==> src/rtl/uart_reg_bridge_if.sv <==
`default_nettype none
// ============================================================================
//  Module   : uart_reg_bridge_if
//  Purpose  : Byte-stream handshake between uart_rx/uart_tx and the
//             register bridge.
//  Signals  : rx_data  [7:0] received byte         (uart -> bridge)
//             rx_ready       byte available, level (uart -> bridge)
//             rx_read        consume pulse         (bridge -> uart)
//             tx_data  [7:0] byte to transmit      (bridge -> uart)
//             tx_ready       transmitter idle      (uart -> bridge)
//             tx_write       launch pulse          (bridge -> uart)
//  Modports : master = bridge side, slave = uart side
//  Revision : 1.0 - initial release
// ============================================================================
interface uart_reg_bridge_if;
   logic [7:0] rx_data;
   logic       rx_ready;
   logic       rx_read;
   logic [7:0] tx_data;
   logic       tx_ready;
   logic       tx_write;

   modport master (
      input  rx_data, rx_ready, tx_ready,
      output rx_read, tx_data, tx_write
   );

   modport slave (
      output rx_data, rx_ready, tx_ready,
      input  rx_read, tx_data, tx_write
   );
endinterface
`default_nettype wire

==> src/rtl/uart_reg_bridge.sv <==
`default_nettype none
// ============================================================================
//  Module   : uart_reg_bridge
//  Purpose  : Command-parser FSM turning the UART byte stream into accesses
//             on a bank of NREGS 8-bit registers.
//               'm' addr <= acc        'w' slot[addr] <= acc
//               'r' send in_regs[addr]  'o' send out_regs[addr]
//               other bytes shift their low nibble into acc
//  Ports    : clk, reset             clock, synchronous active-high reset
//             bus (master)           uart_rx / uart_tx byte handshake
//             out_regs [NREGS*8]     packed output registers
//             in_regs  [NREGS*8]     packed input ports
//             wr_stb   [NREGS]       one-hot pulse on the written slot
//             rd_stb   [NREGS]       one-hot pulse on the slot read by 'r'
//  Options  : UART_REG_BRIDGE_AUTOINC_EN - advance addr (wrapping at NREGS)
//             after every 'w', 'r' and 'o'.
//  Revision : 1.0 - initial release
// ============================================================================
module uart_reg_bridge #(
   parameter int                 NREGS     = 32,
   parameter logic [NREGS*8-1:0] RESET_VAL = {NREGS{8'h00}}
) (
   input  wire                    clk,
   input  wire                    reset,
   uart_reg_bridge_if.master      bus,
   output logic [NREGS*8-1:0]     out_regs,
   input  wire  [NREGS*8-1:0]     in_regs,
   output logic [NREGS-1:0]       wr_stb,
   output logic [NREGS-1:0]       rd_stb
);

   localparam int         c_IDXW  = (NREGS > 1) ? $clog2(NREGS) : 1;
   localparam logic [8:0] c_NREGS = 9'(NREGS);

   localparam logic [7:0] c_CMD_M = 8'h6D;
   localparam logic [7:0] c_CMD_W = 8'h77;
   localparam logic [7:0] c_CMD_R = 8'h72;
   localparam logic [7:0] c_CMD_O = 8'h6F;

   localparam logic [2:0] c_IDLE   = 3'd0;
   localparam logic [2:0] c_DECODE = 3'd1;
   localparam logic [2:0] c_RXCLR  = 3'd2;
   localparam logic [2:0] c_TXWAIT = 3'd3;
   localparam logic [2:0] c_TXACK  = 3'd4;

   logic [2:0]       r_state;
   logic [7:0]       r_byte;
   logic [7:0]       r_acc;
   logic [7:0]       r_addr;
   logic             r_rd_pend;
   logic [7:0]       r_rd_byte;
   logic             r_rx_read;
   logic             r_tx_write;
   logic [7:0]       r_tx_data;
   logic [NREGS-1:0] r_wr_stb;
   logic [NREGS-1:0] r_rd_stb;
   logic [7:0]       r_slot [NREGS];

   logic [7:0]        w_in_slot [NREGS];
   logic [NREGS-1:0]  w_wr_hit;
   logic [NREGS-1:0]  w_rd_hit;
   logic              w_addr_ok;
   logic [c_IDXW-1:0] w_idx;
   logic              w_is_w;
   logic              w_is_r;
   logic [7:0]        w_rd_val;
   logic [7:0]        w_addr_step;

   assign w_addr_ok = ({1'b0, r_addr} < c_NREGS);
   assign w_idx     = r_addr[c_IDXW-1:0];
   assign w_is_w    = (r_state == c_DECODE) && (r_byte == c_CMD_W);
   assign w_is_r    = (r_state == c_DECODE) && (r_byte == c_CMD_R);

`ifdef UART_REG_BRIDGE_AUTOINC_EN
   localparam logic [7:0] c_LAST = 8'(NREGS - 1);
   // Out-of-range addresses also fall into the wrap branch and restart at 0.
   assign w_addr_step = (r_addr >= c_LAST) ? 8'h00 : r_addr + 8'h01;
`else
   assign w_addr_step = r_addr;
`endif

   // ------------------------------------------------------------------------
   // Register slots. An address can only equal k when k < NREGS, so the
   // strobe decode needs no separate range check.
   // ------------------------------------------------------------------------
   generate
      for (genvar k = 0; k < NREGS; k++) begin : g_slot
         localparam logic [7:0] c_K = 8'(k);

         assign w_in_slot[k]          = in_regs[8*k +: 8];
         assign w_wr_hit[k]           = w_is_w && (r_addr == c_K);
         // rd_stb marks reads of the input ports only ('r'); 'o' readback of
         // our own register has no side effect worth signalling.
         assign w_rd_hit[k]           = w_is_r && (r_addr == c_K);
         assign out_regs[8*k +: 8]    = r_slot[k];

         always_ff @(posedge clk) begin
            if (reset) begin
               r_slot[k] <= RESET_VAL[8*k +: 8];
            end else if (w_wr_hit[k]) begin
               r_slot[k] <= r_acc;
            end
         end
      end
   endgenerate

   // Read source for 'r' / 'o'; out-of-range reads return 0xFF.
   always_comb begin
      w_rd_val = 8'hFF;
      if (w_addr_ok) begin
         if (r_byte == c_CMD_R) begin
            w_rd_val = w_in_slot[w_idx];
         end else begin
            w_rd_val = r_slot[w_idx];
         end
      end
   end

   // ------------------------------------------------------------------------
   // Command parser FSM
   // ------------------------------------------------------------------------
   always_ff @(posedge clk) begin
      if (reset) begin
         r_state    <= c_IDLE;
         r_byte     <= 8'h00;
         r_acc      <= 8'h00;
         r_addr     <= 8'h00;
         r_rd_pend  <= 1'b0;
         r_rd_byte  <= 8'h00;
         r_rx_read  <= 1'b0;
         r_tx_write <= 1'b0;
         r_tx_data  <= 8'h00;
         r_wr_stb   <= '0;
         r_rd_stb   <= '0;
      end else begin
         r_rx_read  <= 1'b0;
         r_tx_write <= 1'b0;
         r_wr_stb   <= w_wr_hit;
         r_rd_stb   <= w_rd_hit;

         case (r_state)
            c_IDLE: begin
               if (bus.rx_ready) begin
                  r_byte    <= bus.rx_data;
                  r_rx_read <= 1'b1;
                  r_state   <= c_DECODE;
               end
            end

            c_DECODE: begin
               r_state   <= c_RXCLR;
               r_rd_pend <= 1'b0;
               case (r_byte)
                  c_CMD_M: r_addr <= r_acc;
                  c_CMD_W: r_addr <= w_addr_step;
                  c_CMD_R, c_CMD_O: begin
                     // Captured here so later in_regs changes cannot alter
                     // the byte that is eventually transmitted.
                     r_addr    <= w_addr_step;
                     r_rd_pend <= 1'b1;
                     r_rd_byte <= w_rd_val;
                  end
                  default: r_acc <= {r_acc[3:0], r_byte[3:0]};
               endcase
            end

            c_RXCLR: begin
               if (!bus.rx_ready) begin
                  r_state <= r_rd_pend ? c_TXWAIT : c_IDLE;
               end
            end

            c_TXWAIT: begin
               if (bus.tx_ready) begin
                  r_tx_write <= 1'b1;
                  r_tx_data  <= r_rd_byte;
                  r_state    <= c_TXACK;
               end
            end

            c_TXACK: begin
               if (!bus.tx_ready) begin
                  r_rd_pend <= 1'b0;
                  r_state   <= c_IDLE;
               end
            end

            default: r_state <= c_IDLE;
         endcase
      end
   end

   assign bus.rx_read  = r_rx_read;
   assign bus.tx_write = r_tx_write;
   assign bus.tx_data  = r_tx_data;
   assign wr_stb       = r_wr_stb;
   assign rd_stb       = r_rd_stb;

endmodule
`default_nettype wire

==> src/flat_wrapper.sv <==
// flat-port wrapper written by rule: the top's interface ports become plain ports
module uart_reg_bridge_flat 
#(
   parameter int                 NREGS     = 32,
   parameter logic [NREGS*8-1:0] RESET_VAL = {NREGS{8'h00}}
)
  (clk, reset, out_regs, in_regs, wr_stb, rd_stb, bus_rx_data, bus_rx_ready, bus_tx_ready, bus_rx_read, bus_tx_data, bus_tx_write);
  uart_reg_bridge_if bus_i ();
  input  wire clk;
  input  wire reset;
  output logic [NREGS*8-1:0] out_regs;
  input  wire  [NREGS*8-1:0] in_regs;
  output logic [NREGS-1:0] wr_stb;
  output logic [NREGS-1:0] rd_stb;
  input wire logic [$bits(bus_i.rx_data)-1:0] bus_rx_data;
  input wire logic [$bits(bus_i.rx_ready)-1:0] bus_rx_ready;
  input wire logic [$bits(bus_i.tx_ready)-1:0] bus_tx_ready;
  output wire logic [$bits(bus_i.rx_read)-1:0] bus_rx_read;
  output wire logic [$bits(bus_i.tx_data)-1:0] bus_tx_data;
  output wire logic [$bits(bus_i.tx_write)-1:0] bus_tx_write;
  assign bus_i.rx_data = bus_rx_data;
  assign bus_i.rx_ready = bus_rx_ready;
  assign bus_i.tx_ready = bus_tx_ready;
  assign bus_rx_read = bus_i.rx_read;
  assign bus_tx_data = bus_i.tx_data;
  assign bus_tx_write = bus_i.tx_write;
  uart_reg_bridge #(.NREGS(NREGS), .RESET_VAL(RESET_VAL)) u_core (.clk(clk), .reset(reset), .bus(bus_i), .out_regs(out_regs), .in_regs(in_regs), .wr_stb(wr_stb), .rd_stb(rd_stb));
endmodule
==> config.mk <==
export PLATFORM = sky130hd
export DESIGN_NAME = uart_reg_bridge_flat
export DESIGN_NICKNAME = d
export VERILOG_FILES = /design/src/rtl/uart_reg_bridge_if.sv /design/src/rtl/uart_reg_bridge.sv /design/src/flat_wrapper.sv
export SDC_FILE = /design/constraint.sdc
export NUM_CORES = 1
export LEC_CHECK = 0
export ABC_AREA = 0
export BUFFER_PORTS_ARGS = -buffer_cell sky130_fd_sc_hd__buf_4
export CAP_MARGIN = 20
export CORE_AREA = 2 2 232 234
export DETAILED_ROUTE_END_ITERATION = 10
export DIE_AREA = 0 0 234 236
export HOLD_SLACK_MARGIN = 0.08
export SETUP_SLACK_MARGIN = 0.3
export SYNTH_ARGS = -nofsm -noshare
export SYNTH_HDL_FRONTEND = slang
export SYNTH_SLANG_ARGS = --single-unit
==> constraint.sdc <==
create_clock -name clk -period 3 [get_ports clk]
set_input_delay 0.15 -clock clk [delete_from_list [all_inputs] [get_ports clk]]
set_output_delay 0.15 -clock clk [all_outputs]
set_load 0.005 [all_outputs]
== Word level (Yosys, flattened, before mapping) ==
Memory sizes are Yosys's and may differ from the RTL's. A register that Yosys moved wholly into a read port is not among the register bits.
Cells that the tools add are included.
Storage, ports and cells
  register bits: 110
  memory bits (writable): 256
  bits of input ports: 268
  output and inout port bits: 330
  logic and storage cells: 321
  memories kept: 1
Memories
  u_core.r_slot: words 32, bits a word 8, read ports 33, clocked after memory_dff 1, write ports 32, line uart_reg_bridge.sv:57  | logic [7:0] r_slot [NREGS];
Cells by class
  $lt $le $gt $ge: 2
  eq/ne operators: 43
  mux-type cells: 148
  bitwise operators: 36
  reduce and logical (&&, ||, !) cells: 80
Operators with widths (number)
  $mux 8: 36
  $eq 8x5->1 const B: 16
  $mux 1: 102
  $logic_and 1x1->1: 66
  $eq 8x4->1 const B: 8
  $bmux 8 s5: 1
  $eq 8x3->1 const B: 4
  $eq 8x7->1 const B: 4
  $or 1x1->1: 32
  $eq 8x2->1 const B: 2
  $pmux 3 s5: 1
  $mux 3: 4
  $reduce_and 2->1: 6
  $mux 5: 2
  $eq 8x1->1 const B: 1
  $logic_not 8->1: 1
  $lt 8x6->1 const B: 1
  $ne 2x2->1 const B: 4
  $eq 3x2->1 const B: 2
  $ge 6x6->1 const B: 1
  $not 5->6: 1
  $reduce_or 2->1: 3
  $reduce_and 4->1: 1
  $reduce_or 4->1: 1
  7 further kinds: 9

== Depth between registers and ports, before layout ==
Gate-level depths: netlist of run 1.
  depth in word-level cells: 7
  mapped depth: 9
  depth with buffers taken out: 5

== Worst setup path after synthesis of run 1 ==
No wires, ideal clock.
  path kind: register to register
  start point: register u_core.r_state[2]
  end point: memory u_core.r_slot[23][0], enable pin
  setup time: 0.375 ns
  arrival: 2.163 ns
  data required time: 2.625 ns
  slack: 0.462 ns
  stages on the path, launching flop included: 8
  buffers on the path: 3
  clock period less this slack: 2.538 ns
  cell sequence: dfxtp_1 -> buf_2 -> or3b_1 -> buf_2 -> nor4_4 -> nand3_1 -> clkbuf_1 -> o21bai_1
RTL lines
  start, declared: line uart_reg_bridge.sv:46  | logic [2:0] r_state;
  start signal, assigned: line uart_reg_bridge.sv:124  | r_state <= c_IDLE;
  start signal, assigned: line uart_reg_bridge.sv:146  | r_state <= c_DECODE;
  start signal, assigned: line uart_reg_bridge.sv:151  | r_state <= c_RXCLR;
  end, declared: line uart_reg_bridge.sv:57

==> results of run 1 <==
==> metal layers <==
| layer | vias up | GRT usage |
|---|---|---|
| met5 | - | 0 |
| met4 | 2 | 0.06885 |
| met3 | 94 | 0.07773 |
| met1 | 7098 | 0.3578 |
| met2 | 680 | 0.4208 |
| li1 | 6222 | - |
==> final cells by class <==
class | instances | area [sq um]
sequential | 371 | 10000
clock buffer | 54 | 1166
fill | 4774 | 28130
clock inverter | 21 | 295.3
timing repair buffer | 692 | 5358
inverter | 1 | 3.754
tap | 696 | 870.8
multi-input combinational | 853 | 7242
antenna | 1 | 2.502
==> worst paths after layout <==
kind,end,slack (ns),from
setup / recovery,u_core.r_slot[0][6],0.36,u_core.r_state[0]
hold reg to reg,u_core.bus.tx_data[3],0.46,u_core.r_rd_byte[3]
hold / removal,u_core.r_addr[7],0.11,reset
setup reg to reg,u_core.r_slot[0][6],0.36,u_core.r_state[0]
==> cell usage in the layout, fill, tap and decap left out, drive strengths merged, types with 19 or more instances in the layout <==
cell type and count:
nand3 23, dfxtp 115, o21ai 19, mux2i 35, edfxtp 256, mux2 57
nand2 70, and2 258, nor2 90, a21oi 30, mux4 94, clkbuf 54
buf 682, o21bai 32
==> sequential cells by signal, summed over array words and instances (netlist names), named ones only <==
name and count:
u_core.bus.tx_data 8, u_core.r_addr 8, u_core.r_state 3, u_core.r_slot 256, u_core.wr_stb 32, u_core.r_acc 8, u_core.bus.tx_write 1, u_core.bus.rx_read 1
u_core.r_rd_pend 1, u_core.r_byte 8, u_core.rd_stb 32, u_core.r_rd_byte 8
==> per-stage QoR <==
stage / power [mW] / hold slack, ns / utilization
after CTS: 12.12 / 0.08299 / 0.4692
after detailed placement: 6.699 / 0.4178 / 0.4397
after global placement: 6.688 / 0.4114 / 0.4397
after floorplan: 6.014 / 0.2860 / -
final: 12.05 / 0.1105 / 0.4700
after global routing: 12.37 / 0.1475 / 0.4700
==> worst max-delay path: stages (launching register included) <==
cell and delay [ns]:
dfxtp_1 0.47, or3b_4 0.49, nor4_4 0.39, nand2_1 0.33
buf_4 0.29, o21bai_1 0.16, buf_4 0.21
==> what timing repair did <==
| action | 4_1_cts | 5_1_grt |
|---|---|---|
| hold endpoints to repair | 11 | 0 |
| hold buffers | 10 | 0 |
| endpoints found under the setup margin | 56 | 94 |
| gates resized for setup | 1 | 10 |
==> power breakdown <==
| part | internal (mW) | total, mW | switching, mW |
|---|---|---|---|
| clock network | 3.28 | 5.44 | 2.16 |
| registers | 5.58 | 5.70 | 0.115 |
| logic | 0.535 | 0.914 | 0.379 |
| total | 9.40 | 12.1 | 2.65 |
==> cells by family (layout without fill, tap and decap cells) <==
family | count (synthesis) | in the layout | synth area share
AO/OA/AOI/OAI | 181 | 181 | 0.07111
AND/OR/NAND/NOR | 486 | 486 | 0.1608
buffers and inverters | 104 | 768 | 0.02437
multiplexers | 186 | 186 | 0.1765
flip-flops | 371 | 371 | 0.5672
other | 0 | 1 | 0
==> flow_metrics.env, run 1 <==
export IMPL_clkLatencyLatePin_ns=0.57
export IMPL_critPathKind="flip-flop to flip-flop"
export IMPL_finalNetCount=2228
export IMPL_clk_pin_slew_ns=0.06
export IMPL_grt_pass1_wl_um=103900
export IMPL_seq_area_frac_synth=0.5672
export IMPL_hold_path_class="input pin to flip-flop"
export IMPL_grt_usage=0.2665
export IMPL_status="completed"
export IMPL_fin_worst_skew_ns=0.03113
export IMPL_vias=14100
export IMPL_remaining_drc_errors=0
export IMPL_power_leakage_nw=10.19
export IMPL_routed_wl_met3_um=7203
export IMPL_clk_path_buf_depth=3
export IMPL_synth_distinct_cells=51
export IMPL_wl_met2_um=34970
export IMPL_ir_worst_vdd_mv=0.3807
export IMPL_crit_path_start_kind="flip-flop"
export IMPL_place_worst_setup_slack_ns=0.2519
export IMPL_yosys_warnings=0
export IMPL_dieArea_sq_mm=0.05522
export IMPL_synthArstFlopShare=0
export IMPL_maxCapViolations=0
export IMPL_synth_area_leaders="edfxtp_1 (44%), dfxtp_1 (13%), mux4_2 (12%)"
export IMPL_ios=598
export IMPL_fin_crit_ns=2.637
export IMPL_rsz0062_at_grt="yes"
export IMPL_rows=85
export IMPL_wl_met1_um=31030
export IMPL_synth_top_cell_area_share=0.4365
export IMPL_numCtsBuffers=41
export IMPL_antenna_found_initial=4
export IMPL_core_sq_mm=0.05307
export IMPL_setup_ws_ns=0.3635
export IMPL_holdPathStages=2
export IMPL_gp_congestion=0.9660
export IMPL_relSlewSlack=0.3457
export IMPL_syn_nets=1596
export IMPL_grt_max_degree=54
export IMPL_cp_end_kind="flip-flop"
export IMPL_die_x_um=234
export IMPL_fin_crit_sh=0.8788
export IMPL_cts_sinks=371
export IMPL_synth_edff_count=256
export IMPL_postCtsSetupRepairBufs=0
export IMPL_dpl_cell_count=2603
export IMPL_first_global_vias=14270
export IMPL_tns_ns=0
export IMPL_dr_first_iter_drc_count=1298
export IMPL_worstPathRequired_ns=3.27
export IMPL_final_cell_count_no_fill=2689
export IMPL_synth_top_area_cell="edfxtp_1"
export IMPL_layout_drive_gt1_share=0.4669
export IMPL_die_y_um=236
export IMPL_powerDensity_mw_per_mm2=483.2
export IMPL_top_layer="met5"
export IMPL_wl_per_cell_um=27.89
export IMPL_synthFlopType="edfxtp_1"
export IMPL_postRouteAntennaNets=0
export IMPL_syn_to_final_growth_pct=41.61
export IMPL_synthMostInstantiatedCell="and2_1"
export IMPL_fin_area_sq_mm=0.02494
export IMPL_start_util=0.3319
export IMPL_clockRootBuffer="clkbuf_16"
export IMPL_maxSlewViolCount=0
export IMPL_synthesis_area_sq_mm=0.01761
export IMPL_place_hpwl_um=58390
export IMPL_hold_viol_final=0
export IMPL_first_pass_iters=7
export IMPL_syn_inst=1328
export IMPL_r2r_worst_path_cells=6
export IMPL_cts_tree="done"
export IMPL_viasPerCell=5.242
export IMPL_grt_overflow=0
export IMPL_ctsHtreeMaxLevel=2
export IMPL_ys_seq_elements=371
export IMPL_fmax_ghz=0.3793
export IMPL_worst_pin_slew_ns=0.9801
export IMPL_crit_arrival_ns=2.91
export IMPL_avgSynthCellArea_sq_um=13.26
export IMPL_critPathMaxFanout=10
export IMPL_synth_commonest_cells="and2_1 (258), edfxtp_1 (256), dfxtp_1 (115)"
export IMPL_place_area_sq_mm=0.02333
export IMPL_portBuffers=597
export IMPL_totalWireLength_um=75000
export IMPL_setup_viol=0
Note: power is estimated with default switching activity, not from simulation.
==> run 2: changes to the inputs <==
--- a/config.mk
+++ b/config.mk
@@ -7,11 +7,12 @@
 export LEC_CHECK = 0
 export ABC_AREA = 0
 export BUFFER_PORTS_ARGS = -buffer_cell sky130_fd_sc_hd__buf_4
-export CAP_MARGIN = 20
-export CORE_AREA = 2 2 232 234
+export CAP_MARGIN = 5
+export CORE_AREA = 2 2 233 235
 export DETAILED_ROUTE_END_ITERATION = 10
-export DIE_AREA = 0 0 234 236
+export DIE_AREA = 0 0 235 237
 export HOLD_SLACK_MARGIN = 0.08
+export PLACE_DENSITY_LB_ADDON = 0.12
 export SETUP_SLACK_MARGIN = 0.3
 export SYNTH_ARGS = -nofsm -noshare
 export SYNTH_HDL_FRONTEND = slang
==> run 2 against run 1 <==
Net effect:
- wire length is 7.9% higher
- critical path depth unchanged
- non-clock buffer count up 12
- first-iteration DRC count is 16% lower
- sequential share of layout area is 0.14 points higher
- clock skew rose by 0.0012 ns
- cell area shrank 0.34%
- flip-flop and latch count unchanged
- clock power down 8.1%
- hold slack gained 0.0030 ns
- maximum frequency shrank 0.89%
- critical endpoint is now u_core.r_rd_byte[7]
- largest cell class unchanged
==> flow_metrics.env, run 2 (synthesis results as in run 1) <==
export IMPL_status="completed"
export IMPL_worstHoldStart="reset"
export IMPL_grt_pass1_wl_um=111500
export IMPL_cp_end_kind="flip-flop"
export IMPL_totalWireLength_um=80910
export IMPL_grt_max_degree=78
export IMPL_final_common_cell="buf_4"
export IMPL_worst_pin_slew_ns=1.045
export IMPL_maxSlewViolCount=0
export IMPL_largest_reg_flops=256
export IMPL_layout_drive_gt1_share=0.4654
export IMPL_dr_first_iter_drc_count=1094
export IMPL_critPathKind="flip-flop to flip-flop"
export IMPL_clkLatencyLatePin_ns=0.58
export IMPL_grt_overflow=0
export IMPL_first_global_vias=14490
export IMPL_dieArea_sq_mm=0.05570
export IMPL_r2r_slack_ns=0.34
export IMPL_ios=598
export IMPL_cts_sinks=371
export IMPL_hold_viol_final=0
export IMPL_ir_worst_vdd_mv=0.4361
export IMPL_hold_end="u_core.r_acc[0]"
export IMPL_powerDensity_mw_per_mm2=467.8
export IMPL_vias=14230
export IMPL_fillers=4816
export IMPL_finalNetCount=2241
export IMPL_place_hpwl_um=62940
export IMPL_layout_common_cells="buf_4 (686), and2_1 (258), edfxtp_1 (256)"
export IMPL_first_pass_iters=5
export IMPL_place_area_sq_mm=0.02334
export IMPL_rows=85
export IMPL_start_util=0.3306
export IMPL_viasPerCell=5.259
export IMPL_top_register="u_core.r_slot"
export IMPL_fin_area_sq_mm=0.02486
export IMPL_setup_viol=0
export IMPL_grt_usage=0.2835
export IMPL_fin_worst_skew_ns=0.03231
export IMPL_hold_path_class="input pin to flip-flop"
export IMPL_rsz0062_at_grt="yes"
export IMPL_wl_per_cell_um=29.90
export IMPL_portBuffers=597
export IMPL_postRouteAntennaNets=0
export IMPL_maxCapViolations=0
export IMPL_r2r_start="u_core.r_addr[2]"
export IMPL_die_x_um=235
export IMPL_clockRootBuffer="clkbuf_16"
export IMPL_antenna_found_initial=14
export IMPL_r2r_worst_path_cells=6
export IMPL_crit_path_start_kind="flip-flop"
export IMPL_die_y_um=237
export IMPL_power_leakage_nw=10.19
export IMPL_gp_congestion=1.025
export IMPL_cts_tree="done"
export IMPL_worstPathRequired_ns=3.43
export IMPL_ctsHtreeMaxLevel=2
export IMPL_clk_pin_slew_ns=0.06
export IMPL_remaining_drc_errors=0
export IMPL_fin_crit_sh=0.8868
export IMPL_syn_to_final_growth_pct=41.13
export IMPL_fmax_ghz=0.3759
export IMPL_tns_ns=0
export IMPL_r2r_end="u_core.r_rd_byte[7]"
export IMPL_numCtsBuffers=42
export IMPL_crit_arrival_ns=3.09
export IMPL_clk_path_buf_depth=3
export IMPL_holdPathStages=2
export IMPL_hold_ws_ns=0.1134
export IMPL_core_sq_mm=0.05328
export IMPL_critPathMaxFanout=16
export IMPL_relSlewSlack=0.3024
export IMPL_fin_crit_ns=2.660
run 2: critical path: stages, from the launching register on:
cell and delay [ns]:
dfxtp_1 0.64, buf_4 0.33, mux4_2 0.35, a22o_1 0.27
a211o_1 0.31, a31oi_1 0.46, a211oi_1 0.15
run 2: through the flow:
stage | instances | power, mW | worst slack [ns] | util
2_1_floorplan | 1328 | 6.014 | 0.4623 | -
3_3_place_gp | 2612 | 6.709 | 0.2687 | 0.4380
3_5_place_dp | 2612 | 6.712 | 0.2966 | 0.4380
4_1_cts | 2701 | 11.73 | 0.3435 | 0.4652
5_1_grt | 2704 | 11.97 | 0.2703 | 0.4664
6_report | 2706 | 11.63 | 0.3397 | 0.4665
run 2: timing repair:
item                       4_1_cts  5_1_grt
resized for setup                2        9
setup buffers                    0        2
hold endpoints to repair        13        0
pin swaps                        0        1
hold buffers                    11        0
setup endpoints to repair       38      166
run 2: worst max-delay path by stage:
stage | startpoint | to | slack (ns) | cells after the start
4_1_cts | u_core.r_state[0] | u_core.r_slot[17][1] | 0.34 | 6
6_report | u_core.r_addr[2] | u_core.r_rd_byte[7] | 0.34 | 6
3_3_place_gp | u_core.r_addr[0] | u_core.r_rd_byte[7] | 0.27 | 5
2_1_floorplan | u_core.r_state[2] | u_core.r_slot[23][0] | 0.46 | 7
5_1_grt | u_core.r_state[1] | u_core.r_rd_byte[3] | 0.27 | 5
3_5_place_dp | u_core.r_addr[0] | u_core.r_rd_byte[7] | 0.30 | 5
run 2: final cells by class:
type / count / area (sq um) / area share
antenna: 3 / 7.507 / 0.0003020
clock buffer: 61 / 1204 / 0.04842
clock inverter: 17 / 127.6 / 0.005134
inverter: 1 / 3.754 / 0.0001510
multi-input combinational: 853 / 7238 / 0.2912
sequential: 371 / 10010 / 0.4025
tap: 696 / 870.8 / 0.03503
timing repair buffer: 704 / 5400 / 0.2172
run 2: report_power, final:
part           internal, mW  switching, mW
combinational         0.536          0.381
clock                  2.89           2.12
sequential             5.58          0.125
run 2: per-layer routing:
metal  global-route usage  share of wire
met5                    0        0.00063
met4              0.08170          0.028
met1               0.3632           0.40
met2               0.4660           0.48
met3              0.08242          0.086
==> run 3: changes to the inputs <==
--- a/config.mk
+++ b/config.mk
@@ -9,6 +9,7 @@
 export BUFFER_PORTS_ARGS = -buffer_cell sky130_fd_sc_hd__buf_4
 export CAP_MARGIN = 5
 export CORE_AREA = 2 2 233 235
+export CTS_BUF_LIST = sky130_fd_sc_hd__clkbuf_4 sky130_fd_sc_hd__clkbuf_8
 export DETAILED_ROUTE_END_ITERATION = 10
 export DIE_AREA = 0 0 235 237
 export HOLD_SLACK_MARGIN = 0.08
==> run 3 against run 2 <==
Net effect:
- power increased by 1.0%
- combinational power grew 2.7%
- setup slack worse by 0.019 ns
- clock skew is 0.0044 ns higher
==> flow_metrics.env, run 3 (synthesis results as in run 1) <==
export IMPL_worstPathRequired_ns=3.49
export IMPL_met1_usage=0.3616
export IMPL_place_hpwl_um=62940
export IMPL_setup_viol=0
export IMPL_maxCapViolations=0
export IMPL_layout_drive_gt1_share=0.4795
export IMPL_power_frac_comb=0.080
export IMPL_viasPerCell=5.213
export IMPL_layout_common_cells="buf_4 (686), and2_1 (258), edfxtp_1 (256)"
export IMPL_die_y_um=237
export IMPL_worst_pin_slew_ns=1.086
export IMPL_met2_usage=0.4671
export IMPL_hold_path_class="input pin to flip-flop"
export IMPL_power_share_clock=0.434
export IMPL_ios=598
export IMPL_powerDensity_mw_per_mm2=467.5
export IMPL_ir_worst_vdd_mv=0.6449
export IMPL_grt_use_met3=0.09792
export IMPL_fin_total_pwr_mw=11.75
export IMPL_clkLatencyLatePin_ns=0.64
export IMPL_clk_path_buf_depth=3
export IMPL_internal_power_mw=9.060
export IMPL_clockRootBuffer="clkbuf_8"
export IMPL_grt_usage=0.2870
export IMPL_seqPwrFrac=0.486
export IMPL_critPathKind="flip-flop to flip-flop"
export IMPL_grt_pass1_wl_um=112400
export IMPL_dieArea_sq_mm=0.05570
export IMPL_cp_end_kind="flip-flop"
export IMPL_fin_crit_ns=2.679
export IMPL_vias=14430
export IMPL_gp_congestion=1.025
export IMPL_totalWireLength_um=81820
export IMPL_grt_overflow=0
export IMPL_final_common_cell="buf_4"
export IMPL_syn_to_final_growth_pct=42.70
export IMPL_power_switching_mw=2.689
export IMPL_setup_ws_ns=0.3209
export IMPL_top_register="u_core.r_slot"
export IMPL_crit_path_start_kind="flip-flop"
export IMPL_tns_ns=0
export IMPL_rsz0062_at_grt="yes"
export IMPL_cts_sinks=371
export IMPL_r2r_slack_ns=0.32
export IMPL_p_sw_frac=0.2289
export IMPL_place_worst_setup_slack_ns=0.2966
export IMPL_dr_first_iter_drc_count=1077
export IMPL_first_global_vias=14810
export IMPL_core_sq_mm=0.05328
export IMPL_largest_reg_flops=256
export IMPL_start_util=0.3306
export IMPL_die_x_um=235
export IMPL_hold_viol_final=0
export IMPL_grt_busiest_layer="met2"
export IMPL_fin_worst_skew_ns=0.03671
export IMPL_critPathMaxFanout=16
export IMPL_status="completed"
export IMPL_wl_per_cell_um=29.55
export IMPL_fin_crit_sh=0.8930
export IMPL_fillers=4839
export IMPL_postRouteAntennaNets=0
export IMPL_rows=85
export IMPL_relSlewSlack=0.2748
export IMPL_maxSlewViolCount=0
export IMPL_first_pass_iters=5
export IMPL_finalNetCount=2284
export IMPL_crit_arrival_ns=3.16
export IMPL_antenna_found_initial=14
export IMPL_grt_max_degree=78
export IMPL_numCtsBuffers=67
export IMPL_clk_pin_slew_ns=0.06
export IMPL_fmax_ghz=0.3733
export IMPL_portBuffers=597
export IMPL_cts_tree="done"
export IMPL_ctsHtreeMaxLevel=3
export IMPL_remaining_drc_errors=0
export IMPL_power_leakage_nw=10.36
## run 3: changes by cell type in the layout (fill, tap and decap cells not counted), sizes merged
cell,previous run,this run
bufinv,1,3
clkbuf,61,106
clkinv,14,9
clkinvlp,0,5
diode,3,2
dlygate4sd3,11,29
inv,3,2
## run 3: power by group through the flow
stage / sequential (mW) / combinational [mW] / clock [mW]
floorplan: 5.77 / 0.248 / 0
global placement: 5.82 / 0.890 / 0
detailed placement: 5.82 / 0.896 / 0
CTS: 5.71 / 0.936 / 5.20
global route: 5.72 / 0.990 / 5.44
finish: 5.71 / 0.941 / 5.10
## run 3: final timing paths
path | start | endpoint | cells past startpoint
max reg2reg | u_core.r_addr[2] | u_core.r_rd_byte[7] | 6
min reg2reg | u_core.bus.tx_data[1] | u_core.bus.tx_data[1] | 2
min | in_regs[221] | u_core.r_rd_byte[5] | 6
max | u_core.r_addr[2] | u_core.r_rd_byte[7] | 6
## run 3: what timing repair did
action,4_1_cts,5_1_grt
endpoints found under the setup margin,34,161
hold endpoints to repair,43,0
pin swaps,0,1
hold buffers,29,0
setup buffers,0,2
resized for setup,2,9
cloned,0,0
## run 3: critical path, cell delays in order (launching register included)
cell and delay, ns:
dfxtp_1 0.65, buf_4 0.33, mux4_2 0.35, a22o_1 0.27, a211o_1 0.31, a31oi_1 0.46, a211oi_1 0.16
## run 3: stage by stage
stage,util,instance area [sq um],cells,hold slack (ns)
2_1_floorplan,-,17610,1328,0.2860
3_3_place_gp,0.4380,23340,2612,0.4082
3_5_place_dp,0.4380,23340,2612,0.4119
4_1_cts,0.4704,25070,2765,0.1641
5_1_grt,0.4717,25130,2768,0.2345
6_report,0.4717,25130,2769,0.2129
## run 3: routing by layer
metal	routed length (um)	vias up
met5	45	-
met4	2093	8
met3	7695	98
met2	39260	723
met1	32720	7253
li1	-	6352
## run 3: cell type report
class / instances / area (sq um) / share of cell area
Timing Repair Buffer: 722 / 5580 / 0.2220
Multi-Input combinational cell: 853 / 7238 / 0.2880
Clock buffer: 106 / 1252 / 0.04983
Clock inverter: 18 / 177.7 / 0.007069
Antenna cell: 2 / 5.005 / 0.0001991
Inverter: 1 / 3.754 / 0.0001493
Sequential cell: 371 / 10010 / 0.3981
Tap cell: 696 / 870.8 / 0.03465
